**src/rtl/uart_pkg.sv**
```systemverilog
// Shared UART definitions: FSM state encoding, oversampling ratio and parity modes.
// Used by both uart_tx and uart_rx.
package uart_pkg;

  typedef enum logic [2:0] {
    S_IDLE   = 3'd0,
    S_START  = 3'd1,
    S_DATA   = 3'd2,
    S_PARITY = 3'd3,
    S_STOP   = 3'd4
  } uart_state_e;

  localparam int SAMPLE = 16;

  localparam int PAR_NONE = 0;
  localparam int PAR_EVEN = 1;
  localparam int PAR_ODD  = 2;

  // Tick counter must hold SAMPLE-1 as well as SB_TICK-1.
  function automatic int tick_cnt_w(input int sb_tick);
    return ($clog2(sb_tick) < 4) ? 4 : $clog2(sb_tick);
  endfunction

endpackage

```
**src/rtl/uart_tx.sv**
```systemverilog
// UART transmitter: start bit, DATA_SIZE data bits LSB-first, optional parity, stop period.
// Bit timing counts the external 16x oversampling strobe s_tick.
module uart_tx
  import uart_pkg::*;
#(
  parameter int DATA_SIZE = 8,
  parameter int SB_TICK   = 16,
  parameter int PARITY    = PAR_NONE
) (
  input  logic                 clk,
  input  logic                 reset,
  input  logic                 s_tick,
  input  logic                 tx_start,
  input  logic [DATA_SIZE-1:0] data_in,
  output logic                 tx,
  output logic                 tx_busy,
  output logic                 tx_done_tick
);

  localparam int TW = tick_cnt_w(SB_TICK);
  localparam int BW = $clog2(DATA_SIZE + 1);

  uart_state_e          state;
  logic [TW-1:0]        tick_cnt;
  logic [BW-1:0]        bit_cnt;
  logic [DATA_SIZE-1:0] shreg;
  logic                 par_bit;
  logic                 bit_end;
  logic                 stop_end;
  logic                 last_bit;

  assign bit_end  = (tick_cnt == TW'(SAMPLE - 1));
  assign stop_end = (tick_cnt == TW'(SB_TICK - 1));
  assign last_bit = (bit_cnt == BW'(DATA_SIZE - 1));

  always_ff @(posedge clk) begin
    if (reset) begin
      state        <= S_IDLE;
      tx           <= 1'b1;
      tx_busy      <= 1'b0;
      tx_done_tick <= 1'b0;
      tick_cnt     <= '0;
      bit_cnt      <= '0;
      shreg        <= '0;
      par_bit      <= 1'b0;
    end else begin
      tx_done_tick <= 1'b0;
      unique case (state)
        S_IDLE: begin
          tx <= 1'b1;
          // A strobe coinciding with accept is deliberately not counted.
          if (tx_start) begin
            shreg    <= data_in;
            par_bit  <= (^data_in) ^ (PARITY == PAR_ODD);
            tick_cnt <= '0;
            bit_cnt  <= '0;
            tx       <= 1'b0;
            tx_busy  <= 1'b1;
            state    <= S_START;
          end
        end

        S_START: begin
          if (s_tick) begin
            if (bit_end) begin
              tick_cnt <= '0;
              bit_cnt  <= '0;
              tx       <= shreg[0];
              state    <= S_DATA;
            end else begin
              tick_cnt <= tick_cnt + TW'(1);
            end
          end
        end

        S_DATA: begin
          if (s_tick) begin
            if (bit_end) begin
              tick_cnt <= '0;
              shreg    <= shreg >> 1;
              bit_cnt  <= bit_cnt + BW'(1);
              // tx is registered, so drive the next bit's value at the boundary.
              if (last_bit) begin
                if (PARITY != PAR_NONE) begin
                  tx    <= par_bit;
                  state <= S_PARITY;
                end else begin
                  tx    <= 1'b1;
                  state <= S_STOP;
                end
              end else begin
                tx <= shreg[1];
              end
            end else begin
              tick_cnt <= tick_cnt + TW'(1);
            end
          end
        end

        S_PARITY: begin
          if (s_tick) begin
            if (bit_end) begin
              tick_cnt <= '0;
              tx       <= 1'b1;
              state    <= S_STOP;
            end else begin
              tick_cnt <= tick_cnt + TW'(1);
            end
          end
        end

        S_STOP: begin
          tx <= 1'b1;
          if (s_tick) begin
            if (stop_end) begin
              tick_cnt     <= '0;
              tx_busy      <= 1'b0;
              tx_done_tick <= 1'b1;
              state        <= S_IDLE;
            end else begin
              tick_cnt <= tick_cnt + TW'(1);
            end
          end
        end

        default: begin
          tx      <= 1'b1;
          tx_busy <= 1'b0;
          state   <= S_IDLE;
        end
      endcase
    end
  end

endmodule

```
**config.mk**
```make
export PLATFORM = sky130hd
export DESIGN_NAME = uart_tx
export DESIGN_NICKNAME = d
export VERILOG_FILES = /design/src/rtl/uart_pkg.sv /design/src/rtl/uart_tx.sv
export SDC_FILE = /design/constraint.sdc
export NUM_CORES = 1
export LEC_CHECK = 0
export CORE_UTILIZATION = 56
export CTS_BUF_LIST = sky130_fd_sc_hd__clkbuf_2
export DETAILED_ROUTE_END_ITERATION = 7
export GPL_ROUTABILITY_DRIVEN = 0
export PLACE_DENSITY = 0.8
export SLEW_MARGIN = 20
export SYNTH_ARGS = -nofsm -noshare
export SYNTH_HDL_FRONTEND = slang
export SYNTH_SLANG_ARGS = --single-unit
```
**constraint.sdc**
```tcl
create_clock -name clk -period 2.01 [get_ports clk]
set_input_delay 0.201 -clock clk [delete_from_list [all_inputs] [get_ports clk]]
set_output_delay 0.201 -clock clk [all_outputs]
set_load 0.1 [all_outputs]
```
Word-level counts from Yosys, hierarchy flattened

Index checks and enable logic that the tools add are counted.

$add $sub $neg: 2
Eq/ne operators: 17
Muxes and demuxes: 38
Bitwise operators: 3
Reductions and logical operators: 13

Operators by type and width:

| operator                                                               | number |
|---|---|
| 3-bit 2-to-1 mux                                                       | 10 |
| 4-bit 2-to-1 mux                                                       | 7 |
| 8-bit 2-to-1 mux                                                       | 3 |
| 2-bit inequality test (second input constant)                          | 10 |
| 8-bit one-hot mux with 2 select lines                                  | 1 |
| 3-bit one-hot mux with 5 select lines                                  | 1 |
| 1-bit 2-to-1 mux                                                       | 12 |
| 4-bit one-hot mux with 3 select lines                                  | 1 |
| 6-bit AND reduction                                                    | 2 |
| 10-bit AND reduction                                                   | 1 |
| 4-bit by 1-bit adder with 4-bit output (second input constant)         | 2 |
| 4-bit one-hot mux with 2 select lines                                  | 1 |
| 4-bit AND reduction                                                    | 2 |
| 3-bit by 2-bit equality test with 1-bit output (second input constant) | 2 |
| 3-bit OR reduction                                                     | 2 |
| 4-bit by 3-bit equality test with 1-bit output (second input constant) | 1 |
| 4-bit equality test (second input constant)                            | 1 |
| 1-bit one-hot mux with 4 select lines                                  | 1 |
| 2-bit nonzero test                                                     | 2 |
| 4-bit OR reduction                                                     | 1 |
| 3-bit by 1-bit equality test with 1-bit output (second input constant) | 1 |
| 3-bit equality test (second input constant)                            | 1 |
| 3-bit zero test                                                        | 1 |
| 1-bit inverter                                                         | 3 |
| other kinds (4)                                                        | 4 |

Flip-flop bits (word level): 22
Input port bits: 12
Output and inout bits: 3
Logic and storage cells: 80

Logic depth before layout (Yosys ltp)

Word-level depth: 5
Depth in mapped cells: 6
Depth with buffers taken out: 5

Worst setup path after synthesis

OpenSTA, ideal clock, no wires.

Path kind: reg-to-reg
Start point: register tick_cnt[0]
End point: register shreg[5]
Setup time: 135 ps
Arrival time: 1418 ps
Setup slack: 457 ps
Cell stages (with the launch flop): 7
Buffers on the path: 1
Clock period less this slack: 1553 ps
Path through: dfxtp_1 > ha_1 > and4_1 > mux2_4 > buf_4 > a21oi_1 > a311oi_1

Longest elaborated chain between the ends: 3

RTL lines:

| what                                   | line           | text |
|---|---|---|
| start: declaration                     | uart_tx.sv:24  | `logic [TW-1:0] tick_cnt;` |
| start signal: assignment               | uart_tx.sv:71  | `tick_cnt <= tick_cnt + TW'(1);` |
| start signal: assignment               | uart_tx.sv:95  | `tick_cnt <= tick_cnt + TW'(1);` |
| start signal: assignment               | uart_tx.sv:107 | `tick_cnt <= tick_cnt + TW'(1);` |
| 4-bit equality test                    | uart_tx.sv:32  | `assign bit_end = (tick_cnt == TW'(SAMPLE - 1));` |
| 2-bit inequality test (no source line) | -              |  |
| 4-bit AND reduction (no source line)   | -              |  |
| end signal: assignment                 | uart_tx.sv:53  | `shreg <= data_in;` |
| end signal: assignment                 | uart_tx.sv:80  | `shreg <= shreg >> 1;` |
| end: declaration                       | uart_tx.sv:26  | `logic [DATA_SIZE-1:0] shreg;` |

No other way between the ends.
A chain may end at the register's enable or synchronous reset.

Worst setup path after layout

Start point: register state[0]
End point: register bit_cnt[2]

Longest elaborated chain between the ends: 3
Elaborated cells between the ends (all ways): 11
Classes of those cells: eq/ne (7); mux (1); reduce/logical (3)

RTL lines:

| what                                                                                | line          | text |
|---|---|---|
| start: declaration                                                                  | uart_tx.sv:23 | `uart_state_e state;` |
| start signal: assignment                                                            | uart_tx.sv:38 | `state <= S_IDLE;` |
| start signal: assignment                                                            | uart_tx.sv:59 | `state <= S_START;` |
| start signal: assignment                                                            | uart_tx.sv:69 | `state <= S_DATA;` |
| 3-bit by 1-bit equality test with 1-bit output (tied with other cells)              | uart_tx.sv:48 | `unique case (state)` |
| 2-bit inequality test (no source line) / 3-bit nonzero test (equally long branches) | -             |  |
| 6-bit AND reduction (no source line)                                                | -             |  |
| end signal: assignment                                                              | uart_tx.sv:81 | `bit_cnt <= bit_cnt + BW'(1);` |
| end: declaration                                                                    | uart_tx.sv:25 | `logic [BW-1:0] bit_cnt;` |

Parallel ways exist; a longest one is shown, timed or not.

==> flow_summary.ini <==
[outcome]
outcome = finished clean

[logic_synthesis]
avgSynthCellArea_um2 = 8.77
yosysWarnings = 0
ys_seq_area_frac = 0.369
synth.cell_area_um2 = 1190
ys_types = 44
syn_nets = 150
synth-main-ff-cell = dfxtp_1
async_reset_ff_frac = 0
synthCells = 136
synth-seq-cells = 22
synth_edf_count = 0

[detailed_routing]
wl_met1_mm = 1.26
wl_met2_mm = 1.17
antenna_left = 0
wl_per_cell_um = 14.4
wl_met3_um = 73
vias = 1083
top_layer_used = met4
drtPass1Iterations = 4
wl_mm = 2.55
routed_via_density = 6.12
drt_iter0_drc = 31
drcViolationCount = 0

[setup_path]
critPathKind = register to register
arrival_ns = 1.96
cp_max_fo = 15
critPathRequiredTime_ns = 2.26
cp-end-kind = register
worstSetupStartpointType = register

[finish]
fin_nets = 166
fill_cells = 154
mostFrequentLayoutCells = 22 x dfxtp_1, 14 x a21oi_1, 13 x nand3_1
multiInputGateArea_um2 = 702
layout_commonest_cell = dfxtp_1
layout-drive-gt1-share = 0.120
antenna_cells = 0
regArea_um2 = 440
syn_to_final_growth_pct = 15.1
final_area_um2 = 1370
instances_no_fill = 177
final_core_util = 0.693

[pwr]
p_seq_frac = 0.600
p_clk_frac = 0.210
powerDensity_nw_per_um2 = 576
p_sw_w = 0.000230
intPower_w = 0.000561
power.share.switching = 0.291
ir_drop_mv = 0.383
combPwrFrac = 0.191
p_leak_nw = 0.536

[grt]
grt_pass1_vias = 833
antenna_found_initial = 0
overflow = 0
grt_util_all_layers = 0.233
grt_pass1_wl_mm = 3.71
grt_max_degree = 16

[cts]
path_clk_slew_ns = 0.19
hold_buffers = 0
numCtsBuffers = 3
cts_root_buf = clkbuf_2
post_cts_buffers = 0
clk_latency_ns = 0.31
clock_sinks = 22
cts_resized = 0
htreeDepth = 1
cts_buffer_depth = 2
cts_tree = done

[hold_path]
worstHoldPathType = primary input to register

[timing]
worstMarginPinSlew_ns = 0.868
finalSetupTns_ns = 0
rsz0062_at_grt = false
clock.fmax_mhz = 583
finClkSkew_ns = 0.00237
hold_ws_ns = 0.476
slew_viol_final = 0
timing_hold_violations_final = 0
timing.final.crit_share = 0.853
min_period_ns = 1.72
maxSlewHeadroom = 0.419
setup_viol = 0

[floorplanning]
ios = 15
core-area_um2 = 1980
fp.dieW_um = 48.1
num_rows = 16
die_area_um2 = 2320
start_util = 0.602
die_y_um = 48.1

[place]
place_area_um2 = 1360
placed_cells = 174
dpl.hpwl_mm = 1.86
numPortBuffers = 14

[flow_run]
max_cap_viol_count = 0
worst max-delay path, stage by stage, from the launching register on:
cell      delay (ns)
dfxtp_1         0.47
or3b_1          0.63
nor2_2          0.17
nand3b_1        0.11
a311oi_2        0.25
registers in the layout (all words and copies together), names as in the netlist:
signal,count
shreg,8
bit_cnt,4
tick_cnt,4
state,3
tx,1
tx_busy,1
tx_done_tick,1
synth_stat cells, types with 2 or more instances:
| master | n | area share |
|---|---|---|
| nor2_1 | 3 | 0.0094 |
| buf_2 | 4 | 0.017 |
| nor3b_1 | 2 | 0.013 |
| nor3_1 | 5 | 0.021 |
| o21a_1 | 2 | 0.013 |
| or3b_1 | 3 | 0.022 |
| a311oi_1 | 7 | 0.051 |
| buf_4 | 2 | 0.013 |
| ha_1 | 2 | 0.021 |
| o21ai_1 | 4 | 0.017 |
| clkbuf_1 | 2 | 0.0063 |
| dfxtp_1 | 22 | 0.37 |
| nand2_1 | 7 | 0.022 |
| a31oi_1 | 2 | 0.010 |
| nand3_1 | 13 | 0.055 |
| or3_1 | 3 | 0.016 |
| and4_1 | 2 | 0.015 |
| a21oi_1 | 14 | 0.059 |
| o21ai_0 | 4 | 0.017 |
| a21o_1 | 2 | 0.013 |
| mux2i_1 | 8 | 0.067 |
final cells by class:
cell class / instances / area share
Tap cell: 27 / 0.0246
Multi-Input combinational cell: 104 / 0.511
Inverter: 1 / 0.00273
Sequential cell: 22 / 0.321
Timing Repair Buffer: 20 / 0.129
Clock buffer: 3 / 0.0109
power by group through the flow:
stage	logic (W)	registers (W)	clock network (W)
after floorplan	0.0000789	0.000505	0
after global placement	0.000145	0.000483	0
after detailed placement	0.000149	0.000483	0
after CTS	0.000150	0.000474	0.000168
after global routing	0.000163	0.000478	0.000186
final	0.000151	0.000474	0.000166
final timing paths:
check             cells past startpoint  slack [ns]    endpoint       start
hold / removal                        2        0.48    shreg[7]  data_in[7]
setup / recovery                      4        0.29  bit_cnt[2]    state[0]
hold reg to reg                       2        0.49  bit_cnt[1]  bit_cnt[1]
setup reg to reg                      4        0.29  bit_cnt[2]    state[0]
per-stage QoR:
step | power (W) | setup WS, ns
4_1_cts | 0.000792 | 0.264
3_5_place_dp | 0.000632 | 0.185
3_3_place_gp | 0.000628 | 0.214
2_1_floorplan | 0.000584 | 0.457
6_report | 0.000791 | 0.295
5_1_grt | 0.000827 | 0.140
metal layers:
layer  global-route usage  vias up
met5                    0        -
met1                0.333      507
met4                0.111        0
met2                0.344       17
met3               0.0333        4
li1                     -      555
cells by family after synthesis:
| family | after synthesis | share of synthesized area |
|---|---|---|
| compound gates | 45 | 0.255 |
| mux | 9 | 0.0797 |
| buf+inv | 10 | 0.0420 |
| flops | 22 | 0.369 |
| fa+ha+maj | 2 | 0.0210 |
| simple gates | 48 | 0.233 |
No activity file was read; power rests on OpenSTA's default activity.
